## src/rtl/cd_host_comm.sv

```systemverilog
// Host side of the 4-bit CDD bus: acks a drive IRQ, receives a 10-nibble status frame, then sends a 10-nibble command frame.
// Latency: 2-cycle input synchronizer plus 1 registered FSM cycle, so an input edge shows on the outputs 3 cycles later.
// Backpressure: the drive paces every nibble through CDCK; a stalled drive is abandoned after TIMEOUT cycles in one state.
module cd_host_comm #(
    parameter int TIMEOUT = 120000,
    parameter int SETUP   = 4
) (
    input  logic        clk_sys,
    input  logic        RESET,
    input  logic        CDD_nIRQ,
    input  logic        CDCK,
    input  logic [3:0]  CDD_RXD,
    output logic        HOCK,
    output logic [3:0]  CDD_TXD,
    input  logic [35:0] CMD_DATA,
    output logic [35:0] STATUS_DATA,
    output logic        STAT_VALID,
    output logic        CHK_ERR,
    output logic        CMD_DONE,
    output logic        ABORT,
    output logic        BUSY
);

    localparam int TW = $clog2(TIMEOUT + 1);

    typedef enum logic [2:0] {
        IDLE,
        ACK,
        RX_LO,
        RX_HI,
        TX_LO,
        TX_SET,
        TX_HI,
        DONE
    } state_t;

    // Strobe, IRQ and data share one synchronizer so a nibble is never sampled ahead of its strobe.
    logic [5:0] sync1;
    logic [5:0] sync2;
    logic       nirq_d;
    logic       nirq_s;
    logic       cdck_s;
    logic [3:0] rxd_s;
    logic       nirq_fall;

    assign nirq_s    = sync2[5];
    assign cdck_s    = sync2[4];
    assign rxd_s     = sync2[3:0];
    assign nirq_fall = nirq_d & ~nirq_s;

    always_ff @(posedge clk_sys or posedge RESET) begin
        if (RESET) begin
            sync1  <= 6'b110000;
            sync2  <= 6'b110000;
            nirq_d <= 1'b1;
        end else begin
            sync1  <= {CDD_nIRQ, CDCK, CDD_RXD};
            sync2  <= sync1;
            nirq_d <= nirq_s;
        end
    end

    state_t        state, state_n;
    logic [3:0]    n, n_n;
    logic [3:0]    sum, sum_n;
    logic [35:0]   stat, stat_n;
    logic [35:0]   cmd, cmd_n;
    logic [3:0]    setup_cnt, setup_n;
    logic [TW-1:0] tmo, tmo_n;
    logic          hock, hock_n;
    logic [3:0]    txd, txd_n;
    logic [35:0]   status, status_n;
    logic          stat_valid, stat_valid_n;
    logic          chk_err, chk_err_n;
    logic          cmd_done, cmd_done_n;
    logic          abort, abort_n;

    logic [3:0] cmd_sum;
    logic [3:0] tx_chk;

    always_comb begin
        cmd_sum = 4'd5;
        for (int i = 0; i < 9; i++) begin
            cmd_sum = cmd_sum + cmd[4*i +: 4];
        end
        tx_chk = ~cmd_sum;
    end

    always_comb begin
        state_n      = state;
        n_n          = n;
        sum_n        = sum;
        stat_n       = stat;
        cmd_n        = cmd;
        setup_n      = setup_cnt;
        hock_n       = hock;
        txd_n        = txd;
        status_n     = status;
        stat_valid_n = 1'b0;
        chk_err_n    = 1'b0;
        cmd_done_n   = 1'b0;
        abort_n      = 1'b0;

        // A fresh IRQ mid-frame wins over everything: drop the frame and ack the new one.
        if (state != IDLE && state != ACK && nirq_fall) begin
            abort_n = 1'b1;
            cmd_n   = CMD_DATA;
            hock_n  = 1'b0;
            state_n = ACK;
        end else if (state != IDLE && tmo == TW'(TIMEOUT - 1)) begin
            abort_n = 1'b1;
            hock_n  = 1'b1;
            state_n = IDLE;
        end else begin
            case (state)
                IDLE: begin
                    hock_n = 1'b1;
                    if (nirq_fall) begin
                        cmd_n   = CMD_DATA;
                        hock_n  = 1'b0;
                        state_n = ACK;
                    end
                end
                ACK: begin
                    if (nirq_s) begin
                        n_n     = 4'd0;
                        sum_n   = 4'd5;
                        state_n = RX_LO;
                    end
                end
                RX_LO: begin
                    if (!cdck_s) begin
                        if (n < 4'd9) begin
                            stat_n[4*n +: 4] = rxd_s;
                        end
                        sum_n   = sum + rxd_s;
                        hock_n  = 1'b1;
                        state_n = RX_HI;
                    end
                end
                RX_HI: begin
                    if (cdck_s) begin
                        hock_n = 1'b0;
                        if (n == 4'd9) begin
                            n_n     = 4'd0;
                            state_n = TX_LO;
                        end else begin
                            n_n     = n + 4'd1;
                            state_n = RX_LO;
                        end
                    end
                end
                TX_LO: begin
                    if (!cdck_s) begin
                        if (n == 4'd9) begin
                            txd_n = tx_chk;
                        end else begin
                            txd_n = cmd[4*n +: 4];
                        end
                        setup_n = 4'd0;
                        state_n = TX_SET;
                    end
                end
                TX_SET: begin
                    if (setup_cnt == 4'(SETUP - 1)) begin
                        hock_n  = 1'b1;
                        state_n = TX_HI;
                    end else begin
                        setup_n = setup_cnt + 4'd1;
                    end
                end
                TX_HI: begin
                    if (cdck_s) begin
                        hock_n = 1'b0;
                        if (n == 4'd9) begin
                            state_n = DONE;
                        end else begin
                            n_n     = n + 4'd1;
                            state_n = TX_LO;
                        end
                    end
                end
                DONE: begin
                    cmd_done_n = 1'b1;
                    if (sum == 4'hF) begin
                        status_n     = stat;
                        stat_valid_n = 1'b1;
                    end else begin
                        chk_err_n = 1'b1;
                    end
                    hock_n  = 1'b1;
                    state_n = IDLE;
                end
                default: begin
                    hock_n  = 1'b1;
                    state_n = IDLE;
                end
            endcase
        end

        // Progress is measured per state, so any transition restarts the watchdog.
        if (state_n != state || state == IDLE) begin
            tmo_n = '0;
        end else begin
            tmo_n = tmo + 1'b1;
        end
    end

    always_ff @(posedge clk_sys or posedge RESET) begin
        if (RESET) begin
            state      <= IDLE;
            n          <= 4'd0;
            sum        <= 4'd0;
            stat       <= '0;
            cmd        <= '0;
            setup_cnt  <= 4'd0;
            tmo        <= '0;
            hock       <= 1'b1;
            txd        <= 4'd0;
            status     <= '0;
            stat_valid <= 1'b0;
            chk_err    <= 1'b0;
            cmd_done   <= 1'b0;
            abort      <= 1'b0;
        end else begin
            state      <= state_n;
            n          <= n_n;
            sum        <= sum_n;
            stat       <= stat_n;
            cmd        <= cmd_n;
            setup_cnt  <= setup_n;
            tmo        <= tmo_n;
            hock       <= hock_n;
            txd        <= txd_n;
            status     <= status_n;
            stat_valid <= stat_valid_n;
            chk_err    <= chk_err_n;
            cmd_done   <= cmd_done_n;
            abort      <= abort_n;
        end
    end

    assign HOCK        = hock;
    assign CDD_TXD     = txd;
    assign STATUS_DATA = status;
    assign STAT_VALID  = stat_valid;
    assign CHK_ERR     = chk_err;
    assign CMD_DONE    = cmd_done;
    assign ABORT       = abort;
    assign BUSY        = (state != IDLE);

endmodule

```

## config.mk

```make
export PLATFORM = sky130hd
export DESIGN_NAME = cd_host_comm
export DESIGN_NICKNAME = d
export VERILOG_FILES = /design/src/rtl/cd_host_comm.sv
export SDC_FILE = /design/constraint.sdc
export NUM_CORES = 1
export LEC_CHECK = 0
export CAP_MARGIN = 5
export CORE_AREA = 3 3 129 131
export CTS_BUF_LIST = sky130_fd_sc_hd__clkbuf_16
export CTS_CLUSTER_SIZE = 28
export DETAILED_ROUTE_END_ITERATION = 8
export DIE_AREA = 0 0 132 134
export PLACE_DENSITY = 0.76
export REMOVE_ABC_BUFFERS = 1
export SETUP_SLACK_MARGIN = 0.2
export SYNTH_ARGS = -nofsm -noshare
export SYNTH_HDL_FRONTEND = slang
export SYNTH_SLANG_ARGS = --single-unit
```

## constraint.sdc

```tcl
create_clock -name clk_sys -period 5.1 [get_ports clk_sys]
set_input_delay 0.51 -clock clk_sys [delete_from_list [all_inputs] [get_ports clk_sys]]
set_output_delay 0.51 -clock clk_sys [all_outputs]
set_load 0.005 [all_outputs]
```

Word level (Yosys, flattened, before mapping):

Index checks and enable logic that the tools add are counted.

* register bits after elaboration: 162
* input port bits: 44
* output and inout port bits: 46
* word-level logic and storage cells: 137

* $add $sub $neg: 14
* $lt $le $gt $ge: 1
* equality and inequality tests: 24
* shift operators: 3
* mux-type cells: 51
* bitwise operators: 6
* reduce and logical (&&, ||, !) cells: 21

Operator list (number)
* $mux W36: 4
* $mux W4: 10
* $add A4 B4 Y4: 9
* $bwmux W36: 1
* $shift A4 B34 Y36 const A: 1
* $shiftx A36 B7 Y4: 1
* $shiftx A4 B34 Y36: 1
* $neg A6 Y34: 1
* $mux W3: 10
* $pmux W3 S8: 1
* $mux W1: 19
* $add A17 B1 Y17 const B: 1
* $eq A17 B17 Y1 const B: 1
* $mux W17: 1
* $ne A2 B2 Y1 const B: 8
* $pmux W4 S2: 2
* $reduce_and A5 Y1: 3
* $eq A3 B3 Y1 const B: 4
* $pmux W4 S3: 1
* $reduce_and A4 Y1: 3
* $add A4 B1 Y4 const B: 2
* $eq A4 B4 Y1 const B: 2
* $ne A4 B4 Y1 const B: 2
* $reduce_bool A2 Y1: 4
* other kinds (21): 28

Depth between registers and ports, before layout:

Gate-level depths: netlist of the first run.

* word-level depth: 11
* depth in mapped cells: 17
* mapped depth without buffers: 17

Worst setup path before layout of the first run:

No wires, ideal clock.

* path type: register to register
* start point: register cmd[1]
* end point: register txd[3], in the netlist CDD_TXD[3]
* setup time: 0.146 ns
* arrival time: 3.914 ns
* required time: 4.954 ns
* slack: 1.040 ns
* stages on the path, launching flop included: 18
* buffers on the path: 0
* period minus slack after synthesis: 4.060 ns
* cells stage by stage: dfrtp_1 -> inv_1 -> fa_1 -> inv_1 -> fa_1 -> fa_1 -> inv_1 -> fa_1 -> inv_1 -> ha_1 -> inv_1 -> fa_1 -> xor2_1 -> xnor2_1 -> xnor2_1 -> xnor2_1 -> xnor2_1 -> a31oi_1

* cells in the longest elaborated chain, start to end: 11

Ends and longest elaborated chain
* start: declaration: RTL line 67 `logic [35:0] cmd, cmd_n;`
* start signal: assignment: RTL line 230 `cmd <= cmd_n;`
* $add A3 B4 Y4: RTL line 84 `cmd_sum = cmd_sum + cmd[4*i +: 4];`
* $add A4 B4 Y4 (8 in a row): RTL line 84
* $not A4 Y4: RTL line 86 `tx_chk = ~cmd_sum;`
* $mux W4: RTL line 155 `if (n == 4'd9) begin`
* end signal: assignment: RTL line 234 `txd <= txd_n;`
* end: declaration: RTL line 71 `logic [3:0] txd, txd_n;`

No other way between the ends.
A chain may end at the register's enable or synchronous reset.

Worst setup path in the final report of the first run:

* start point: register cmd[13]
* end point: register txd[3], in the netlist CDD_TXD[3]

* cells in the longest elaborated chain, start to end: 8

Ends and longest elaborated chain (RTL line)
* $add A4 B4 Y4 (6 in a row): 84
* $not A4 Y4: 86
* $mux W4: 155

No other way between the ends.

==> results of run 1 <==
## registers in the layout, indices dropped and copies added, names as in the netlist, 3 cells and up
name         count
CDD_TXD          4
STATUS_DATA     36
cmd             36
n                4
setup_cnt        4
stat            36
state            3
sum              4
sync1            6
sync2            6
tmo             17
## per-stage QoR
step	instance area (um^2)	hold slack (ps)	instances	utilization
6_report	9610	355	980	0.611
3_3_place_gp	9000	334	949	0.573
4_1_cts	9610	355	980	0.611
3_5_place_dp	9000	337	949	0.573
2_1_floorplan	7800	331	641	-
5_1_grt	9610	365	980	0.611
## per-layer routing
layer,vias to the layer above,routed length [um],global-route usage
met5,-,0,0
met4,0,282,0.0706
met3,31,743,0.0469
met2,137,8140,0.318
met1,2642,6840,0.245
li1,2480,-,-
## cells in the final DEF (no fill, tap or decap), drive strengths merged, types with 8 or more instances in the layout
cell,Yosys,routed
dfrtp,156,156
clkdlybuf4s50,0,89
mux2,89,89
nand2,54,54
nor2,46,46
inv,39,45
o21ai,42,42
xnor2,20,20
fa,18,18
nand3,17,17
clkbuf,13,17
ha,16,16
xor2,14,14
and3,12,12
a21oi,12,12
nand2b,9,9
and2,8,8
mux4,8,8
nand4,8,8
## logic make-up (layout without fill, tap and decap cells)
group,after synthesis,after routing,share of synthesized area
buffers and inverters,65,163,0.0355
and+or+nand+nor,187,187,0.124
adders and majority gates,35,35,0.0719
xor gates and xnor gates,34,34,0.0375
muxes,103,103,0.157
DFF,162,162,0.512
AOI/OAI and AO/OA,80,80,0.0629
## worst max-delay path, stage by stage (launching register included)
cell and delay (ps):
sky130_fd_sc_hd__dfrtp_1 350, sky130_fd_sc_hd__inv_1 80, sky130_fd_sc_hd__fa_1 550, sky130_fd_sc_hd__inv_1 50, sky130_fd_sc_hd__fa_1 460, sky130_fd_sc_hd__fa_1 540
sky130_fd_sc_hd__inv_1 50, sky130_fd_sc_hd__fa_1 460, sky130_fd_sc_hd__inv_1 70, sky130_fd_sc_hd__ha_1 130, sky130_fd_sc_hd__inv_1 50, sky130_fd_sc_hd__fa_1 370
sky130_fd_sc_hd__xor2_1 160, sky130_fd_sc_hd__xnor2_1 190, sky130_fd_sc_hd__xnor2_1 150, sky130_fd_sc_hd__xnor2_1 150, sky130_fd_sc_hd__xnor2_1 140, sky130_fd_sc_hd__a31oi_1 100
## report_power, final
| group | total (mW) | internal (mW) | leakage (nW) | switching [mW] |
|---|---|---|---|---|
| Sequential | 1.73 | 1.48 | 2.14 | 0.250 |
| Clock | 1.32 | 0.776 | 0.295 | 0.540 |
| Combinational | 3.08 | 1.54 | 1.84 | 1.55 |
## worst paths after layout
path	from	end	slack (ps)	depth (start not counted)
max reg2reg	cmd[13]	CDD_TXD[3]	890	17
min	sync1[3]	sync2[3]	350	0
max in group asynchronous	RESET	STATUS_DATA[29]	3340	3
min in group asynchronous	RESET	STATUS_DATA[17]	710	2
min reg2reg	sync1[3]	sync2[3]	350	0
max	cmd[13]	CDD_TXD[3]	890	17
## cell type report
type,instances,area share
flip-flops and latches,162,0.423
multi-input cells,439,0.375
repair buffers,92,0.0951
clock buffers,17,0.0443
well taps,216,0.0281
clock inverters,14,0.0185
inverters,40,0.0162
==> impl_results.html, run 1 <==
<table>
<tr><th>Metric</th><th>Value</th></tr>
<tr><th colspan="2">Timing</th></tr>
<tr><td>Least setup slack across all paths after layout</td><td>around 890 ps</td></tr>
<tr><td>Final worst path period need</td><td>4210 ps</td></tr>
<tr><td>Slew Viols, Final</td><td>0</td></tr>
<tr><td>TNS Setup</td><td>0 ps</td></tr>
<tr><td>Slew Limit Headroom</td><td>0.286</td></tr>
<tr><td>Actual transition at the worst max-transition pin</td><td>1070 ps</td></tr>
<tr><td>Maximum operating frequency</td><td>237 MHz</td></tr>
<tr><td>Final Hold Viols</td><td>0</td></tr>
<tr><td>Setup clock skew after layout</td><td>6.24 ps</td></tr>
<tr><td>RSZ-0062 raised after global routing</td><td>false</td></tr>
<tr><td>Number of setup violations in the final report</td><td>0</td></tr>
<tr><td>Share of the clock period used by the worst path after layout</td><td>0.826</td></tr>
<tr><th colspan="2">Setup path</th></tr>
<tr><td>Type of the setup path with the least slack</td><td>reg2reg</td></tr>
<tr><td>Startpoint type of the worst setup path</td><td>flop</td></tr>
<tr><td>Critical path peak fanout</td><td>2</td></tr>
<tr><td>Required time of the worst setup path</td><td>5380 ps</td></tr>
<tr><td>CP endpoint kind</td><td>flop</td></tr>
<tr><td>Arrival time worst endpoint</td><td>4490 ps</td></tr>
<tr><th colspan="2">Logic synthesis</th></tr>
<tr><td>Combined area of all synthesized cells</td><td>7940 um^2</td></tr>
<tr><td>Yosys cell types</td><td>between 60 and 70</td></tr>
<tr><td>Synth area leaders</td><td>sky130_fd_sc_hd__dfrtp_1 49%, sky130_fd_sc_hd__mux2_2 11%, sky130_fd_sc_hd__fa_1 4.5%</td></tr>
<tr><td>Area leader, netlist</td><td>sky130_fd_sc_hd__dfrtp_1</td></tr>
<tr><td>Per-instance average area after synthesis</td><td>11.9 um^2</td></tr>
<tr><td>Most used DFF post-synth</td><td>sky130_fd_sc_hd__dfrtp_1</td></tr>
<tr><td>Gate Count Post-Synth</td><td>roughly 670</td></tr>
<tr><td>Share of flip-flops with an asynchronous set or reset after synthesis</td><td>1.00</td></tr>
<tr><td>Post-synthesis sequential area ratio</td><td>0.512</td></tr>
<tr><td>Most frequent cell after synthesis</td><td>sky130_fd_sc_hd__dfrtp_1</td></tr>
<tr><td>Top-area cell type share of the netlist area</td><td>0.492</td></tr>
<tr><td>Number of flops mapped to enable cells by yosys</td><td>0</td></tr>
<tr><td>Number of synthesized register bits</td><td>162</td></tr>
<tr><td>Top cells by instance count after synthesis</td><td>156 x sky130_fd_sc_hd__dfrtp_1, 81 x sky130_fd_sc_hd__mux2_2, 54 x sky130_fd_sc_hd__nand2_1</td></tr>
<tr><td>Number of warnings reported in the yosys synthesis log</td><td>0</td></tr>
<tr><th colspan="2">Route</th></tr>
<tr><td>Via density per instance</td><td>approximately 5.4</td></tr>
<tr><td>Iteration-0 DRC count of the detailed router</td><td>320</td></tr>
<tr><td>Routed via count</td><td>5,290</td></tr>
<tr><td>Post-route DRC</td><td>0</td></tr>
<tr><td>Residual antenna-violating net count after detailed routing</td><td>0</td></tr>
<tr><td>Routed length per placed instance</td><td>roughly 16 um</td></tr>
<tr><td>First drt pass iteration count</td><td>4</td></tr>
<tr><td>Total wire length after detailed routing</td><td>roughly 16,000 um</td></tr>
<tr><th colspan="2">Die</th></tr>
<tr><td>Ports</td><td>90</td></tr>
<tr><td>Area of the placeable core</td><td>15,700 um^2</td></tr>
<tr><td>DIE WIDTH</td><td>132 um</td></tr>
<tr><td>Overall die area</td><td>17,700 um^2</td></tr>
<tr><td>Site Rows</td><td>46</td></tr>
<tr><td>Initial Utilization</td><td>0.505</td></tr>
<tr><td>Vertical extent of the die</td><td>134 um</td></tr>
<tr><th colspan="2">Global routing</th></tr>
<tr><td>Wire length of the first global-routing pass</td><td>27,300 um</td></tr>
<tr><td>Number of global-route vias before repair</td><td>5,552</td></tr>
<tr><td>GRT overflow</td><td>0</td></tr>
<tr><td>Maximum number of pins on one net before global-route repair</td><td>126</td></tr>
<tr><td>Total routing usage reported by global routing</td><td>0.191</td></tr>
<tr><td>Initial antenna violation count</td><td>0</td></tr>
<tr><th colspan="2">Clocking</th></tr>
<tr><td>CTS Buf Count</td><td>17</td></tr>
<tr><td>CTS tree</td><td>yes</td></tr>
<tr><td>Hold-fix buffer count after cts</td><td>0</td></tr>
<tr><td>Clock sink total</td><td>162</td></tr>
<tr><td>Maximum count of clock buffers along a single path</td><td>2</td></tr>
<tr><td>Gates resized, CTS repair</td><td>0</td></tr>
<tr><td>Clock latency at the later pin of the worst-skew pair</td><td>430 ps</td></tr>
<tr><td>Buffer count from post-CTS setup fixing</td><td>0</td></tr>
<tr><td>Register clock-pin slew on the reported worst setup and hold paths</td><td>60 ps</td></tr>
<tr><td>Clock Tree Root</td><td>sky130_fd_sc_hd__clkbuf_16</td></tr>
<tr><td>Total number of H-tree levels</td><td>4</td></tr>
<tr><th colspan="2">Placement</th></tr>
<tr><td>Total of buffers placed on input and output ports</td><td>89</td></tr>
<tr><td>Final weighted congestion in routability-driven placement</td><td>0.852</td></tr>
<tr><td>Half-perimeter wire length after placement</td><td>roughly 11,000 um</td></tr>
<tr><td>Post-placement worst setup slack</td><td>868 ps</td></tr>
<tr><th colspan="2">Cells and area</th></tr>
<tr><td>Fraction of final layout cells with drive strength greater than 1</td><td>0.192</td></tr>
<tr><td>Area used by sequential logic in the layout</td><td>roughly 4000 um^2</td></tr>
<tr><td>Diodes inserted</td><td>0</td></tr>
<tr><td>Total area of multi-input combinational cells</td><td>3600 um^2</td></tr>
<tr><td>Number of nets in the layout</td><td>slightly above 800</td></tr>
<tr><td>Fill cell instance count of the final layout</td><td>~1,200</td></tr>
<tr><td>Area growth, synth to finish</td><td>21.1%</td></tr>
<tr><th colspan="2">Power and ir drop</th></tr>
<tr><td>Leakage</td><td>roughly 4.3 nW</td></tr>
<tr><td>Peak supply drop</td><td>0.900 mV</td></tr>
<tr><td>Post-route total power</td><td>6.13 mW</td></tr>
<tr><td>PD cells</td><td>638 nW/um^2</td></tr>
<tr><th colspan="2">Outcome</th></tr>
<tr><td>Status</td><td>finished, final reports clean</td></tr>
<tr><th colspan="2">Hold path</th></tr>
<tr><td>Class of the worst hold path</td><td>reg2reg</td></tr>
<tr><th colspan="2">Job</th></tr>
<tr><td>MaxCap Viol Count</td><td>0</td></tr>
</table>
Power figures use the tool's default switching activity.
==> run 2: changes to the inputs <==
==> constraint.sdc (replaced) <==
create_clock -name clk_sys -period 3.8 [get_ports clk_sys]
set_input_delay 0.38 -clock clk_sys [delete_from_list [all_inputs] [get_ports clk_sys]]
set_output_delay 0.38 -clock clk_sys [all_outputs]
set_load 0.005 [all_outputs]
==> impl_results.html, run 2 (synthesis gave the netlist of run 1 again) <==
<table>
<tr><th>Metric</th><th>Value</th></tr>
<tr><th colspan="2">Outcome</th></tr>
<tr><td>Status</td><td>complete, but fails checks</td></tr>
<tr><td>Violations in the final reports</td><td>setup timing</td></tr>
<tr><th colspan="2">Route</th></tr>
<tr><td>Iteration-0 DRC count of the detailed router</td><td>310 (-3.1%)</td></tr>
<tr><td>Residual antenna-violating net count after detailed routing</td><td>0 (unchanged)</td></tr>
<tr><td>Post-route DRC</td><td>0 (unchanged)</td></tr>
<tr><td>Via density per instance</td><td>5.40 (+0.10%)</td></tr>
<tr><td>Routed via count</td><td>5,463 (+3.3%)</td></tr>
<tr><td>First drt pass iteration count</td><td>5 (+1)</td></tr>
<tr><td>Total wire length after detailed routing</td><td>16,400 um (+2.2%)</td></tr>
<tr><td>Routed length per placed instance</td><td>16.2 um (-0.89%)</td></tr>
<tr><th colspan="2">Die</th></tr>
<tr><td>Site Rows</td><td>46 (unchanged)</td></tr>
<tr><td>DIE WIDTH</td><td>132 um (unchanged)</td></tr>
<tr><td>Vertical extent of the die</td><td>134 um (unchanged)</td></tr>
<tr><td>Overall die area</td><td>17,700 um^2 (unchanged)</td></tr>
<tr><td>Ports</td><td>90 (unchanged)</td></tr>
<tr><td>Area of the placeable core</td><td>15,700 um^2 (unchanged)</td></tr>
<tr><td>Initial Utilization</td><td>0.505 (unchanged)</td></tr>
<tr><th colspan="2">Global routing</th></tr>
<tr><td>Maximum number of pins on one net before global-route repair</td><td>84 (-33%)</td></tr>
<tr><td>GRT overflow</td><td>0 (unchanged)</td></tr>
<tr><td>Total routing usage reported by global routing</td><td>0.197 (+0.00642)</td></tr>
<tr><td>Number of global-route vias before repair</td><td>5,675 (+2.2%)</td></tr>
<tr><td>Wire length of the first global-routing pass</td><td>28,000 um (+2.8%)</td></tr>
<tr><td>Initial antenna violation count</td><td>0 (unchanged)</td></tr>
<tr><th colspan="2">Power and ir drop</th></tr>
<tr><td>Leakage</td><td>4.39 nW (+2.7%)</td></tr>
<tr><td>PD cells</td><td>860 nW/um^2 (+35%)</td></tr>
<tr><td>Net switching share of the total power</td><td>0.390 (+0.00865)</td></tr>
<tr><td>Sequential Power Share</td><td>0.263 (-0.019)</td></tr>
<tr><td>Peak supply drop</td><td>1.11 mV (+24%)</td></tr>
<tr><td>Combinational share of power</td><td>0.547 (+0.044)</td></tr>
<tr><td>P_int</td><td>5.14 mW (+36%)</td></tr>
<tr><td>Switching power</td><td>3.29 mW (+41%)</td></tr>
<tr><td>Post-route total power</td><td>8.43 mW (+38%)</td></tr>
<tr><td>Clk pwr share</td><td>0.189 (-0.026)</td></tr>
<tr><th colspan="2">Cells and area</th></tr>
<tr><td>Diodes inserted</td><td>0 (unchanged)</td></tr>
<tr><td>Number of nets in the layout</td><td>860 (+3.6%)</td></tr>
<tr><td>Fill cell instance count of the final layout</td><td>1,233 (-1.1%)</td></tr>
<tr><td>Area growth, synth to finish</td><td>23.4%</td></tr>
<tr><td>Most common cell after layout, fill and taps aside</td><td>sky130_fd_sc_hd__dfrtp_1</td></tr>
<tr><td>Fraction of final layout cells with drive strength greater than 1</td><td>0.230 (+0.0378)</td></tr>
<tr><td>Commonest non-fill, non-tap cells in the layout</td><td>156 x sky130_fd_sc_hd__dfrtp_1, 89 x sky130_fd_sc_hd__clkdlybuf4s50_1, 81 x sky130_fd_sc_hd__mux2_2</td></tr>
<tr><td>Number of standard cells in the final layout excluding fillers</td><td>1,011 (+3.2%)</td></tr>
<tr><th colspan="2">Clocking</th></tr>
<tr><td>Maximum count of clock buffers along a single path</td><td>2 (unchanged)</td></tr>
<tr><td>Clock Tree Root</td><td>sky130_fd_sc_hd__clkbuf_16</td></tr>
<tr><td>Clock latency at the later pin of the worst-skew pair</td><td>440 ps (about the same)</td></tr>
<tr><td>CTS tree</td><td>yes</td></tr>
<tr><td>Clock sink total</td><td>162 (unchanged)</td></tr>
<tr><td>Register clock-pin slew on the reported worst setup and hold paths</td><td>70 ps (about the same)</td></tr>
<tr><td>CTS Buf Count</td><td>17 (unchanged)</td></tr>
<tr><td>Total number of H-tree levels</td><td>4 (unchanged)</td></tr>
<tr><th colspan="2">Timing</th></tr>
<tr><td>Share of the clock period used by the worst path after layout</td><td>1.10 (+0.270)</td></tr>
<tr><td>RSZ-0062 raised after global routing</td><td>true</td></tr>
<tr><td>Maximum operating frequency</td><td>240 MHz (+1.2%)</td></tr>
<tr><td>Slew Limit Headroom</td><td>0.295 (+0.00815)</td></tr>
<tr><td>Final Hold Viols</td><td>0 (unchanged)</td></tr>
<tr><td>Number of setup violations in the final report</td><td>1 (+1)</td></tr>
<tr><td>Slew Viols, Final</td><td>0 (unchanged)</td></tr>
<tr><td>Setup clock skew after layout</td><td>8.46 ps (+2.22 ps)</td></tr>
<tr><td>Post-route worst hold slack</td><td>347 ps (-7.84 ps)</td></tr>
<tr><td>Least setup slack across all paths after layout</td><td>-363 ps (-1250 ps)</td></tr>
<tr><td>TNS Setup</td><td>-363 ps (-363 ps)</td></tr>
<tr><td>Final worst path period need</td><td>4160 ps (-48.3 ps)</td></tr>
<tr><td>Actual transition at the worst max-transition pin</td><td>1060 ps (-14.6 ps)</td></tr>
<tr><th colspan="2">Placement</th></tr>
<tr><td>Total of buffers placed on input and output ports</td><td>89 (unchanged)</td></tr>
<tr><td>Post-placement worst setup slack</td><td>-489 ps (-1360 ps)</td></tr>
<tr><td>Final weighted congestion in routability-driven placement</td><td>0.875 (+2.7%)</td></tr>
<tr><td>Half-perimeter wire length after placement</td><td>11,800 um (+2.7%)</td></tr>
<tr><td>Placed cell count</td><td>976 (+2.8%)</td></tr>
<tr><th colspan="2">Setup path</th></tr>
<tr><td>Cell breakdown of the critical path</td><td>inv_2 -&gt; fa_1 -&gt; inv_2 -&gt; fa_1 -&gt; fa_1 -&gt; inv_1 -&gt; fa_1 -&gt; inv_1 -&gt; ha_1 -&gt; inv_2 -&gt; fa_2 -&gt; xor2_1 -&gt; xnor2_1 -&gt; xnor2_1 -&gt; xnor2_1 -&gt; xnor2_1 -&gt; a31oi_1</td></tr>
<tr><td>CP endpoint kind</td><td>flop</td></tr>
<tr><td>Slowest library cell on the worst path</td><td>sky130_fd_sc_hd__fa_1</td></tr>
<tr><td>Type of the setup path with the least slack</td><td>reg2reg</td></tr>
<tr><td>CP peak stage delay</td><td>560 ps (about the same)</td></tr>
<tr><td>Required time of the worst setup path</td><td>4090 ps (-1290 ps)</td></tr>
<tr><td>Startpoint type of the worst setup path</td><td>flop</td></tr>
<tr><td>Critical path peak fanout</td><td>2 (unchanged)</td></tr>
<tr><td>Arrival time worst endpoint</td><td>4460 ps (-30 ps)</td></tr>
<tr><th colspan="2">Hold path</th></tr>
<tr><td>Class of the worst hold path</td><td>in2reg</td></tr>
<tr><th colspan="2">Job</th></tr>
<tr><td>MaxCap Viol Count</td><td>0 (unchanged)</td></tr>
</table>
run 2: cell count changes in the layout (fill, tap and decap cells not counted), sizes merged:
cell      before  now
buf            3   33
bufinv         3    0
clkinv         5    6
clkinvlp       1    3
inv           45   46
run 2: worst max-delay path, delay by kind of cell, from the launching register on:
family          cells  cell delay [ps]
buf+inv             5              270
fa+ha+maj           6             2500
xor+xnor            5              790
flops               1              360
compound gates      1              100
run 2: final timing paths:
path                       depth (start not counted)  startpoint  slack, ps         end
setup / recovery                                  17     cmd[21]       -360  CDD_TXD[3]
hold / removal                                     1    CDD_nIRQ        350    sync1[5]
setup reg to reg                                  17     cmd[21]       -360  CDD_TXD[3]
hold reg to reg                                    0    sync1[3]        360    sync2[3]
max in group asynchronous                          4       RESET       2300     cmd[24]
min in group asynchronous                          2       RESET        470     tmo[10]
run 2: power groups by stage:
stage	Sequential [mW]	Clock [mW]	Combinational (mW)
after floorplan	2.23	0	3.37
final	2.22	1.60	4.61
after global placement	2.23	0	4.18
after detailed placement	2.25	0	4.43
after CTS	2.22	1.63	4.69
after global routing	2.26	1.70	5.20
run 2: routing by layer:
| metal | global-route usage | vias up | share of wire |
|---|---|---|---|
| met4 | 0.0694 | 0 | 0.017 |
| met2 | 0.332 | 144 | 0.50 |
| met5 | 0 | - | 0 |
| li1 | - | 2541 | - |
| met1 | 0.249 | 2754 | 0.43 |
| met3 | 0.0521 | 24 | 0.047 |
run 2: cell type report:
class | count | area [um^2] | area share
Sequential cell | 162 | 4060 | 0.415
Multi-Input combinational cell | 439 | 3610 | 0.368
Timing Repair Buffer | 122 | 1150 | 0.118
Clock buffer | 17 | 425 | 0.0434
Tap cell | 216 | 270 | 0.0276
Inverter | 40 | 155 | 0.0158
Clock inverter | 15 | 125 | 0.0128
run 2: timing repair:
action	4_1_cts	5_1_grt
gates resized for setup	5	0
hold buffers	0	0
setup buffers	2	1
pin swaps	12	2
endpoints found under the setup margin	2	2
run 2: per-stage QoR:
step	area, um^2	util
final	9790	0.623
after global routing	9790	0.623
after CTS	9790	0.623
after detailed placement	9220	0.587
after global placement	9220	0.587
after floorplan	7800	-
==> run 3: changes to the inputs <==
--- a/config.mk
+++ b/config.mk
@@ -11,7 +11,7 @@
 export CTS_CLUSTER_SIZE = 28
 export DETAILED_ROUTE_END_ITERATION = 8
 export DIE_AREA = 0 0 132 134
-export PLACE_DENSITY = 0.76
+export PLACE_DENSITY_LB_ADDON = 0.15
 export REMOVE_ABC_BUFFERS = 1
 export SETUP_SLACK_MARGIN = 0.2
 export SYNTH_ARGS = -nofsm -noshare
==> impl_results.html, run 3 (synthesis gave the netlist of run 1 again) <==
<table>
<tr><th>Metric</th><th>Value</th></tr>
<tr><th colspan="2">Power and ir drop</th></tr>
<tr><td>Leakage</td><td>4.41 nW (+0.59%)</td></tr>
<tr><td>Switching power</td><td>3.16 mW (-3.8%)</td></tr>
<tr><td>Sequential Power Share</td><td>0.265 (+0.002)</td></tr>
<tr><td>Combinational share of power</td><td>0.531 (-0.016)</td></tr>
<tr><td>Net switching share of the total power</td><td>0.374 (-0.0162)</td></tr>
<tr><td>Post-route total power</td><td>8.45 mW (+0.33%)</td></tr>
<tr><td>Clk pwr share</td><td>0.204 (+0.015)</td></tr>
<tr><td>P_int</td><td>5.29 mW (+3.0%)</td></tr>
<tr><td>Peak supply drop</td><td>1.17 mV (+4.8%)</td></tr>
<tr><td>PD cells</td><td>860 nW/um^2 (about the same)</td></tr>
<tr><th colspan="2">Cells and area</th></tr>
<tr><td>Cell area after layout</td><td>9840 um^2 (+0.42%)</td></tr>
<tr><td>Commonest non-fill, non-tap cells in the layout</td><td>156 x sky130_fd_sc_hd__dfrtp_1, 89 x sky130_fd_sc_hd__clkdlybuf4s50_1, 81 x sky130_fd_sc_hd__mux2_2</td></tr>
<tr><td>Diodes inserted</td><td>0 (unchanged)</td></tr>
<tr><td>Number of nets in the layout</td><td>859 (-0.12%)</td></tr>
<tr><td>Number of standard cells in the final layout excluding fillers</td><td>1,009 (-0.20%)</td></tr>
<tr><td>Fraction of final layout cells with drive strength greater than 1</td><td>0.223 (-0.00699)</td></tr>
<tr><td>Most common cell after layout, fill and taps aside</td><td>sky130_fd_sc_hd__dfrtp_1</td></tr>
<tr><td>Core Util, Final</td><td>0.626 (+0.00263)</td></tr>
<tr><td>Fill cell instance count of the final layout</td><td>1,221 (-0.97%)</td></tr>
<tr><td>Area growth, synth to finish</td><td>24.0%</td></tr>
<tr><th colspan="2">Placement</th></tr>
<tr><td>Total placed instance area</td><td>9230 um^2 (+0.16%)</td></tr>
<tr><td>Half-perimeter wire length after placement</td><td>11,500 um (-2.2%)</td></tr>
<tr><td>Total of buffers placed on input and output ports</td><td>89 (unchanged)</td></tr>
<tr><td>Placed cell count</td><td>978 (+0.20%)</td></tr>
<tr><td>Final weighted congestion in routability-driven placement</td><td>0.821 (-6.2%)</td></tr>
<tr><th colspan="2">Route</th></tr>
<tr><td>Residual antenna-violating net count after detailed routing</td><td>0 (unchanged)</td></tr>
<tr><td>Routed length per placed instance</td><td>15.7 um (-2.7%)</td></tr>
<tr><td>Routed via count</td><td>5,311 (-2.8%)</td></tr>
<tr><td>Via density per instance</td><td>5.26 (-2.6%)</td></tr>
<tr><td>Post-route DRC</td><td>0 (unchanged)</td></tr>
<tr><td>Total wire length after detailed routing</td><td>15,900 um (-2.9%)</td></tr>
<tr><td>Metal1 wirelength</td><td>7110 um (+0.72%)</td></tr>
<tr><td>Routed wl met2</td><td>8050 um (-2.5%)</td></tr>
<tr><td>Uppermost layer routed</td><td>met4</td></tr>
<tr><td>WL met3</td><td>481 um (-37%)</td></tr>
<tr><td>Iteration-0 DRC count of the detailed router</td><td>260 (-16%)</td></tr>
<tr><td>First drt pass iteration count</td><td>5 (unchanged)</td></tr>
<tr><th colspan="2">Timing</th></tr>
<tr><td>Slew Limit Headroom</td><td>0.356 (+0.0616)</td></tr>
<tr><td>Slew Viols, Final</td><td>0 (unchanged)</td></tr>
<tr><td>Maximum operating frequency</td><td>244 MHz (+1.6%)</td></tr>
<tr><td>Setup clock skew after layout</td><td>5.42 ps (-3.04 ps)</td></tr>
<tr><td>Final worst path period need</td><td>4100 ps (-65.1 ps)</td></tr>
<tr><td>Least setup slack across all paths after layout</td><td>-298 ps (+65.1 ps)</td></tr>
<tr><td>Final Hold Viols</td><td>0 (unchanged)</td></tr>
<tr><td>Number of setup violations in the final report</td><td>1 (unchanged)</td></tr>
<tr><td>RSZ-0062 raised after global routing</td><td>true</td></tr>
<tr><td>Actual transition at the worst max-transition pin</td><td>964 ps (-92.1 ps)</td></tr>
<tr><td>Share of the clock period used by the worst path after layout</td><td>1.08 (-0.0171)</td></tr>
<tr><th colspan="2">Hold path</th></tr>
<tr><td>Class of the worst hold path</td><td>in2reg</td></tr>
<tr><th colspan="2">Clocking</th></tr>
<tr><td>Buffer count from post-CTS setup fixing</td><td>0 (-2)</td></tr>
<tr><td>Hold-fix buffer count after cts</td><td>0 (unchanged)</td></tr>
<tr><td>Clock latency at the later pin of the worst-skew pair</td><td>430 ps (about the same)</td></tr>
<tr><td>Clock Tree Root</td><td>sky130_fd_sc_hd__clkbuf_16</td></tr>
<tr><td>CTS Buf Count</td><td>17 (unchanged)</td></tr>
<tr><td>CTS tree</td><td>yes</td></tr>
<tr><td>Register clock-pin slew on the reported worst setup and hold paths</td><td>60 ps (about the same)</td></tr>
<tr><td>Maximum count of clock buffers along a single path</td><td>2 (unchanged)</td></tr>
<tr><td>Clock sink total</td><td>162 (unchanged)</td></tr>
<tr><td>Total number of H-tree levels</td><td>4 (unchanged)</td></tr>
<tr><th colspan="2">Setup path</th></tr>
<tr><td>Required time of the worst setup path</td><td>4090 ps (about the same)</td></tr>
<tr><td>Startpoint type of the worst setup path</td><td>flop</td></tr>
<tr><td>CP endpoint kind</td><td>flop</td></tr>
<tr><td>Type of the setup path with the least slack</td><td>reg2reg</td></tr>
<tr><td>Critical path peak fanout</td><td>2 (unchanged)</td></tr>
<tr><td>Arrival time worst endpoint</td><td>4390 ps (-70 ps)</td></tr>
<tr><th colspan="2">Job</th></tr>
<tr><td>MaxCap Viol Count</td><td>0 (unchanged)</td></tr>
<tr><th colspan="2">Global routing</th></tr>
<tr><td>GRT overflow</td><td>0 (unchanged)</td></tr>
<tr><td>Maximum number of pins on one net before global-route repair</td><td>87 (+3.6%)</td></tr>
<tr><td>Initial antenna violation count</td><td>0 (unchanged)</td></tr>
<tr><td>Total routing usage reported by global routing</td><td>0.188 (-0.00957)</td></tr>
<tr><td>Wire length of the first global-routing pass</td><td>26,800 um (-4.3%)</td></tr>
<tr><td>Number of global-route vias before repair</td><td>5,507 (-3.0%)</td></tr>
<tr><th colspan="2">Die</th></tr>
<tr><td>DIE WIDTH</td><td>132 um (unchanged)</td></tr>
<tr><td>Overall die area</td><td>17,700 um^2 (unchanged)</td></tr>
<tr><td>Site Rows</td><td>46 (unchanged)</td></tr>
<tr><td>Vertical extent of the die</td><td>134 um (unchanged)</td></tr>
<tr><td>Area of the placeable core</td><td>15,700 um^2 (unchanged)</td></tr>
<tr><td>Ports</td><td>90 (unchanged)</td></tr>
<tr><td>Initial Utilization</td><td>0.505 (unchanged)</td></tr>
<tr><th colspan="2">Outcome</th></tr>
<tr><td>Violations in the final reports</td><td>setup timing</td></tr>
<tr><td>Status</td><td>complete, but fails checks</td></tr>
</table>
run 3: worst max-delay path, stage by stage, from the launching register on:
cell,delay [ps]
sky130_fd_sc_hd__dfrtp_1,360
sky130_fd_sc_hd__inv_2,50
sky130_fd_sc_hd__fa_1,520
sky130_fd_sc_hd__inv_1,60
sky130_fd_sc_hd__fa_1,490
sky130_fd_sc_hd__fa_1,490
sky130_fd_sc_hd__inv_1,50
sky130_fd_sc_hd__fa_1,440
sky130_fd_sc_hd__inv_1,70
sky130_fd_sc_hd__ha_1,140
sky130_fd_sc_hd__inv_1,50
sky130_fd_sc_hd__fa_2,360
sky130_fd_sc_hd__xor2_2,160
sky130_fd_sc_hd__xnor2_1,200
sky130_fd_sc_hd__xnor2_1,150
sky130_fd_sc_hd__xnor2_1,150
sky130_fd_sc_hd__xnor2_1,130
sky130_fd_sc_hd__a31oi_1,90
run 3: power by group through the flow:
stage / logic, mW / clock network (mW) / registers (mW)
3_5_place_dp: 4.35 / 0 / 2.27
4_1_cts: 4.44 / 1.76 / 2.24
3_3_place_gp: 4.25 / 0 / 2.25
2_1_floorplan: 3.37 / 0 / 2.23
6_report: 4.49 / 1.72 / 2.24
5_1_grt: 5.08 / 1.83 / 2.28
run 3: worst paths after layout:
kind / start / to / slack, ps / cells past startpoint
max reg2reg: cmd[1] / CDD_TXD[3] / -300 / 17
min: CDCK / sync1[4] / 350 / 1
max: cmd[1] / CDD_TXD[3] / -300 / 17
min reg2reg: sync1[5] / sync2[5] / 360 / 0
min in group asynchronous: RESET / STATUS_DATA[9] / 460 / 2
max in group asynchronous: RESET / sync2[5] / 2400 / 3
run 3: layout make-up:
cell class | count | area (um^2) | share of cell area
clock buffers | 17 | 425 | 0.0433
flip-flops and latches | 162 | 4060 | 0.413
clock inverters | 14 | 166 | 0.0169
well taps | 216 | 270 | 0.0275
multi-input cells | 439 | 3610 | 0.367
inverters | 40 | 155 | 0.0158
repair buffers | 121 | 1140 | 0.116
run 3: timing repair:
action | 4_1_cts | 5_1_grt
endpoints found under the setup margin | 2 | 2
endpoints found under the hold margin | 0 | 0
gates resized for setup | 2 | 2
pin swaps | 8 | 8
run 3: routing by layer:
layer / up-vias / GRT usage
li1: 2537 / -
met1: 2645 / 0.247
met2: 104 / 0.311
met3: 25 / 0.0353
met4: 0 / 0.0747
met5: - / 0
run 3: through the flow:
stage | setup TNS, ps | hold WS [ps] | worst slack [ps]
6_report | -298 | 355 | -298
5_1_grt | -465 | 349 | -465
4_1_cts | -310 | 339 | -310
3_5_place_dp | -411 | 345 | -411
3_3_place_gp | -364 | 335 | -364
2_1_floorplan | -147940 | 331 | -947
